===== src/rtl/mips_pkg.sv =====
// Shared types and constants for the multicycle MIPS main control FSM.
package mips_pkg;

  typedef enum logic [3:0] {
    ST_FETCH    = 4'd0,
    ST_DECODE   = 4'd1,
    ST_MEMADR   = 4'd2,
    ST_MEMREAD  = 4'd3,
    ST_MEMWB    = 4'd4,
    ST_MEMWRITE = 4'd5,
    ST_EXECUTE  = 4'd6,
    ST_ALUWB    = 4'd7,
    ST_BRANCH   = 4'd8,
    ST_ADDIEX   = 4'd9,
    ST_ADDIWB   = 4'd10,
    ST_JUMP     = 4'd11
  } state_t;

  localparam logic [5:0] OP_RTYPE = 6'b000000;
  localparam logic [5:0] OP_LW    = 6'b100011;
  localparam logic [5:0] OP_SW    = 6'b101011;
  localparam logic [5:0] OP_BEQ   = 6'b000100;
  localparam logic [5:0] OP_ADDI  = 6'b001000;
  localparam logic [5:0] OP_J     = 6'b000010;

  localparam logic [1:0] ALUOP_ADD   = 2'b00;
  localparam logic [1:0] ALUOP_SUB   = 2'b01;
  localparam logic [1:0] ALUOP_FUNCT = 2'b10;

  localparam logic [1:0] SRCB_B      = 2'b00;
  localparam logic [1:0] SRCB_FOUR   = 2'b01;
  localparam logic [1:0] SRCB_IMM    = 2'b10;
  localparam logic [1:0] SRCB_IMM_SH = 2'b11;

  localparam logic [1:0] PCSRC_ALU    = 2'b00;
  localparam logic [1:0] PCSRC_ALUOUT = 2'b01;
  localparam logic [1:0] PCSRC_JUMP   = 2'b10;

  // Datapath control bundle; pc_write and branch are merged with zero by the top.
  typedef struct packed {
    logic       mem_write;
    logic       ir_write;
    logic       reg_write;
    logic       pc_write;
    logic       branch;
    logic       i_or_d;
    logic       mem_to_reg;
    logic       reg_dst;
    logic       alu_src_a;
    logic [1:0] alu_src_b;
    logic [1:0] pc_src;
    logic [1:0] alu_op;
  } ctrl_t;

  function automatic logic is_legal_op(input logic [5:0] op);
    logic legal;
    case (op)
      OP_RTYPE, OP_LW, OP_SW, OP_BEQ, OP_ADDI, OP_J: legal = 1'b1;
      default:                                       legal = 1'b0;
    endcase
    return legal;
  endfunction

endpackage


===== src/rtl/mips_ctrl_decode.sv =====
// State-to-control decode: Moore outputs, with fetch strobes gated by memory ready.
module mips_ctrl_decode
  import mips_pkg::*;
(
  input  state_t state_i,
  input  logic   mem_ready_i,
  output ctrl_t  ctrl_o
);

  always_comb begin
    ctrl_o = '0;
    case (state_i)
      ST_FETCH: begin
        ctrl_o.alu_src_b = SRCB_FOUR;
        ctrl_o.alu_op    = ALUOP_ADD;
        ctrl_o.pc_src    = PCSRC_ALU;
        ctrl_o.ir_write  = mem_ready_i;
        ctrl_o.pc_write  = mem_ready_i;
      end
      ST_DECODE: begin
        ctrl_o.alu_src_b = SRCB_IMM_SH;
        ctrl_o.alu_op    = ALUOP_ADD;
      end
      ST_MEMADR: begin
        ctrl_o.alu_src_a = 1'b1;
        ctrl_o.alu_src_b = SRCB_IMM;
      end
      ST_MEMREAD: ctrl_o.i_or_d = 1'b1;
      ST_MEMWB: begin
        ctrl_o.mem_to_reg = 1'b1;
        ctrl_o.reg_write  = 1'b1;
      end
      ST_MEMWRITE: begin
        ctrl_o.i_or_d    = 1'b1;
        ctrl_o.mem_write = 1'b1;
      end
      ST_EXECUTE: begin
        ctrl_o.alu_src_a = 1'b1;
        ctrl_o.alu_src_b = SRCB_B;
        ctrl_o.alu_op    = ALUOP_FUNCT;
      end
      ST_ALUWB: begin
        ctrl_o.reg_dst   = 1'b1;
        ctrl_o.reg_write = 1'b1;
      end
      ST_BRANCH: begin
        ctrl_o.alu_src_a = 1'b1;
        ctrl_o.alu_src_b = SRCB_B;
        ctrl_o.alu_op    = ALUOP_SUB;
        ctrl_o.pc_src    = PCSRC_ALUOUT;
        ctrl_o.branch    = 1'b1;
      end
      ST_ADDIEX: begin
        ctrl_o.alu_src_a = 1'b1;
        ctrl_o.alu_src_b = SRCB_IMM;
      end
      ST_ADDIWB: ctrl_o.reg_write = 1'b1;
      ST_JUMP: begin
        ctrl_o.pc_src   = PCSRC_JUMP;
        ctrl_o.pc_write = 1'b1;
      end
      default: ctrl_o = '0;
    endcase
  end

endmodule


===== src/rtl/mips_multicycle_ctrl.sv =====
// Multicycle MIPS main control: state register, opcode-driven sequencing and PC enable.
module mips_multicycle_ctrl
  import mips_pkg::*;
#(
  parameter bit MEM_WAIT_EN = 1'b1
) (
  input  logic       clk,
  input  logic       rst_n,
  input  logic [5:0] opcode,
  input  logic       zero,
  input  logic       mem_ready,
  output logic       mem_write,
  output logic       ir_write,
  output logic       reg_write,
  output logic       pc_en,
  output logic       i_or_d,
  output logic       mem_to_reg,
  output logic       reg_dst,
  output logic       alu_src_a,
  output logic [1:0] alu_src_b,
  output logic [1:0] pc_src,
  output logic [1:0] alu_op,
  output logic       illegal_op,
  output logic [3:0] state_dbg
);

  state_t state_q, state_d;
  ctrl_t  ctrl;
  logic   ready;

  assign ready = MEM_WAIT_EN ? mem_ready : 1'b1;

  mips_ctrl_decode u_decode (
    .state_i     (state_q),
    .mem_ready_i (ready),
    .ctrl_o      (ctrl)
  );

  always_comb begin
    state_d = ST_FETCH;
    case (state_q)
      ST_FETCH: state_d = ready ? ST_DECODE : ST_FETCH;
      ST_DECODE: begin
        case (opcode)
          OP_LW, OP_SW: state_d = ST_MEMADR;
          OP_RTYPE:     state_d = ST_EXECUTE;
          OP_BEQ:       state_d = ST_BRANCH;
          OP_ADDI:      state_d = ST_ADDIEX;
          OP_J:         state_d = ST_JUMP;
          default:      state_d = ST_FETCH;
        endcase
      end
      // A non-memory opcode here means the IR was disturbed; abandon the instruction.
      ST_MEMADR: begin
        if (opcode == OP_LW)      state_d = ST_MEMREAD;
        else if (opcode == OP_SW) state_d = ST_MEMWRITE;
        else                      state_d = ST_FETCH;
      end
      ST_MEMREAD:  state_d = ready ? ST_MEMWB : ST_MEMREAD;
      ST_MEMWB:    state_d = ST_FETCH;
      ST_MEMWRITE: state_d = ready ? ST_FETCH : ST_MEMWRITE;
      ST_EXECUTE:  state_d = ST_ALUWB;
      ST_ALUWB:    state_d = ST_FETCH;
      ST_BRANCH:   state_d = ST_FETCH;
      ST_ADDIEX:   state_d = ST_ADDIWB;
      ST_ADDIWB:   state_d = ST_FETCH;
      ST_JUMP:     state_d = ST_FETCH;
      default:     state_d = ST_FETCH;
    endcase
  end

  always_ff @(posedge clk or negedge rst_n) begin
    if (!rst_n) state_q <= ST_FETCH;
    else        state_q <= state_d;
  end

  // Strobes are masked by rst_n so FETCH's mem_ready-driven writes stay quiet in reset.
  assign mem_write  = rst_n & ctrl.mem_write;
  assign ir_write   = rst_n & ctrl.ir_write;
  assign reg_write  = rst_n & ctrl.reg_write;
  assign pc_en      = rst_n & (ctrl.pc_write | (ctrl.branch & zero));
  assign illegal_op = rst_n & (state_q == ST_DECODE) & ~is_legal_op(opcode);

  assign i_or_d     = ctrl.i_or_d;
  assign mem_to_reg = ctrl.mem_to_reg;
  assign reg_dst    = ctrl.reg_dst;
  assign alu_src_a  = ctrl.alu_src_a;
  assign alu_src_b  = ctrl.alu_src_b;
  assign pc_src     = ctrl.pc_src;
  assign alu_op     = ctrl.alu_op;
  assign state_dbg  = state_q;

endmodule


===== config.mk =====
export PLATFORM = sky130hd
export DESIGN_NAME = mips_multicycle_ctrl
export DESIGN_NICKNAME = d
export VERILOG_FILES = /design/src/rtl/mips_pkg.sv /design/src/rtl/mips_ctrl_decode.sv /design/src/rtl/mips_multicycle_ctrl.sv
export SDC_FILE = /design/constraint.sdc
export NUM_CORES = 1
export LEC_CHECK = 0
export ABC_AREA = 1
export BUFFER_PORTS_ARGS = -buffer_cell sky130_fd_sc_hd__clkbuf_2
export CORE_AREA = 2 2 39 41
export CTS_CLUSTER_SIZE = 24
export DETAILED_ROUTE_END_ITERATION = 10
export DIE_AREA = 0 0 41 43
export PLACE_DENSITY = 0.83
export SYNTH_ARGS = -nofsm -noshare
export SYNTH_HDL_FRONTEND = slang
export SYNTH_SLANG_ARGS = --single-unit
export TNS_END_PERCENT = 10

===== constraint.sdc =====
create_clock -name clk -period 1.4 [get_ports clk]
set_input_delay 0.07 -clock clk [delete_from_list [all_inputs] [get_ports clk]]
set_output_delay 0.07 -clock clk [all_outputs]
set_load 0.02 [all_outputs]

==> impl_metrics.yaml <==
status:
  status: "finished, violations left"
  failed_checks: "setup timing"
clock_tree:
  worstSkewPairLatency_ps: 240
  cts_htree_levels: 1
  path_clk_slew_ps: 40
  cts_root_buf: "clkbuf_4"
  cts.path.max_buffers: 2
  numCtsBuffers: 3
  cts_tree: "built"
  cts_num_sinks: 4
min_path:
  holdCritPathClass: "in -> reg"
  holdPathStages: 4
sta:
  skew_ps: 1.91
  maxSlewViolCount: 0
  timing.slew.headroom: 0.806
  max_freq_ghz: 0.673
  tns_ps: -406
  hold_ws_ps: 184
  fin_ws_ps: -86.3
  hold_viol: 0
  tightest_slew_ps: 290
  rsz0062_at_grt: "true"
  period_needed_ps: 1490
  setup_viol: 9
  period_share: 1.06
finish:
  area_delta_synth_final_pct: 62.9
  layout_commonest_cell: "clkbuf_2"
  final_cell_mix: "clkbuf_2 (20), nand2_1 (19), inv_1 (18), nor2_1 (18), nand3_1 (13)"
  drive_gt1_frac: 0.441
  antenna_cells: 0
  finalNetCount: 148
  final_util: 0.599
  largest_register_ffs: 4
global_route:
  grt_max_degree: 8
  grt_pass1_wl_um: 2440
  grt_pass1_vias: 627
  antenna_found_initial: 0
  grt_usage: 0.205
  grt_overflow_total: 0
synth:
  yosysWarnings: 0
  syn-cell-area_um2: 509
  synth_top_cell_area_share: 0.197
  synth.ff_latch_count: 4
  synth.avg_cell_area_um2: 5.14
  synth_cells: 99
  synth.area.top_cells: "dfrtp_1 (20%), nand2_1 (18%), inv_1 (17%), nor2_1 (15%), nand3_1 (14%)"
  yosysSeqAreaShare: 0.197
  synth_top_cell_by_area: "dfrtp_1"
  syn-num-nets: 109
  synth.distinct_cells: 13
setup_path:
  crit_type: "reg -> out"
  setup.worst_path.end_class: "primary output"
  start_kind: "flip-flop"
  arrival_ps: 1420
  ff2ff_path_depth: 7
  crit_path_max_fanout: 5
  critical_path_required_ps: 1330
floorplanning:
  num_io_pins: 29
  die_width_um: 41
  die_area_um2: 1760
  fp.dieH_um: 43
  start_util: 0.368
  core_um2: 1380
  rows: 14
place:
  place_hpwl_um: 1200
  gp_congestion: 0.780
  io_buffers: 28
  dp_slack_ps: 105
route:
  drt_wl_total_um: 1750
  vias_per_cell: 4.98
  firstDrtPassIters: 4
  post-route-drc-count: 0
  num_vias: 757
  wire_per_inst_um: 11.5
  dr.first_iter.drc_count: 9
  ant_nets: 0
power_and_ir_drop:
  p_leak_uw: 0.000524
  irDropWorstVdd_v: 0.000359
  p_total_uw: 500
  power_density_nw_per_um2: 603
flow_run:
  maxCapViolations: 0
critical path, stage by stage, from the launching register on:
cell and delay, ps:
dfrtp_2 460, nor2_4 190, nand3_1 170, a31oi_2 190
buf_4 160
per-layer routing:
metal | share of wire | global-route usage | routed length (µm) | vias up
li1 | - | - | - | 377
met2 | 0.55 | 0.325 | 967 | 35
met4 | 0.021 | 0.160 | 36 | 0
met5 | 0 | 0 | 0 | -
met1 | 0.36 | 0.208 | 633 | 341
met3 | 0.065 | 0.0628 | 113 | 4
report_power, final:
group / switching, µW / internal (µW)
logic: 133 / 82.3
registers: 15.5 / 124
clock network: 48.4 / 96.0
logic make-up (layout without fill, tap and decap cells):
logic type,count (synthesis),after routing,synth area share
AND/OR/NAND/NOR,67,67,0.585
flip-flops,4,4,0.197
AO/OA/AOI/OAI,4,4,0.0418
buffers and inverters,24,61,0.177
final timing paths:
path	end	slack (ps)	startpoint
worst max-delay path	pc_en	-90	state_dbg[2]$_DFF_PN0_
worst min-delay path	state_dbg[1]$_DFF_PN0_	180	opcode[4]
worst max register to register	state_dbg[0]$_DFF_PN0_	140	state_dbg[2]$_DFF_PN0_
worst min register to register	state_dbg[3]$_DFF_PN0_	730	state_dbg[0]$_DFF_PN0_
max in group asynchronous	state_dbg[0]$_DFF_PN0_	1010	rst_n
min in group asynchronous	state_dbg[1]$_DFF_PN0_	210	rst_n
cell usage after synthesis:
cell / n
inv_2: 1
o21ai_0: 3
dfrtp_1: 4
nor2_1: 21
nand4_1: 3
a31oi_1: 1
nand3_1: 14
nand2_1: 24
or2_0: 1
nor3_1: 1
nor2_4: 2
inv_1: 23
nor2_2: 1
repair_timing:
item | in CTS | in global routing
gates resized for setup | 11 | 31
setup buffers | 3 | 2
hold endpoints to repair | 4 | 0
pin swaps | 6 | 7
endpoints found under the setup margin | 7 | 9
gates cloned | 0 | 0
hold buffers | 1 | 0
area by class of cell:
| type | count | area [µm²] |
|---|---|---|
| timing repair buffer | 34 | 216 |
| inverter | 24 | 90.1 |
| fill | 146 | 554 |
| sequential | 4 | 105 |
| tap | 16 | 20.0 |
| clock buffer | 3 | 22.5 |
| multi-input combinational | 71 | 375 |
per-stage QoR:
step                      cells  instance area (µm²)
final                       152                  830
after global routing        152                  830
after CTS                   150                  762
after detailed placement    143                  681
after global placement      143                  681
after floorplan              99                  520
Note: power is estimated with default switching activity, not from simulation.
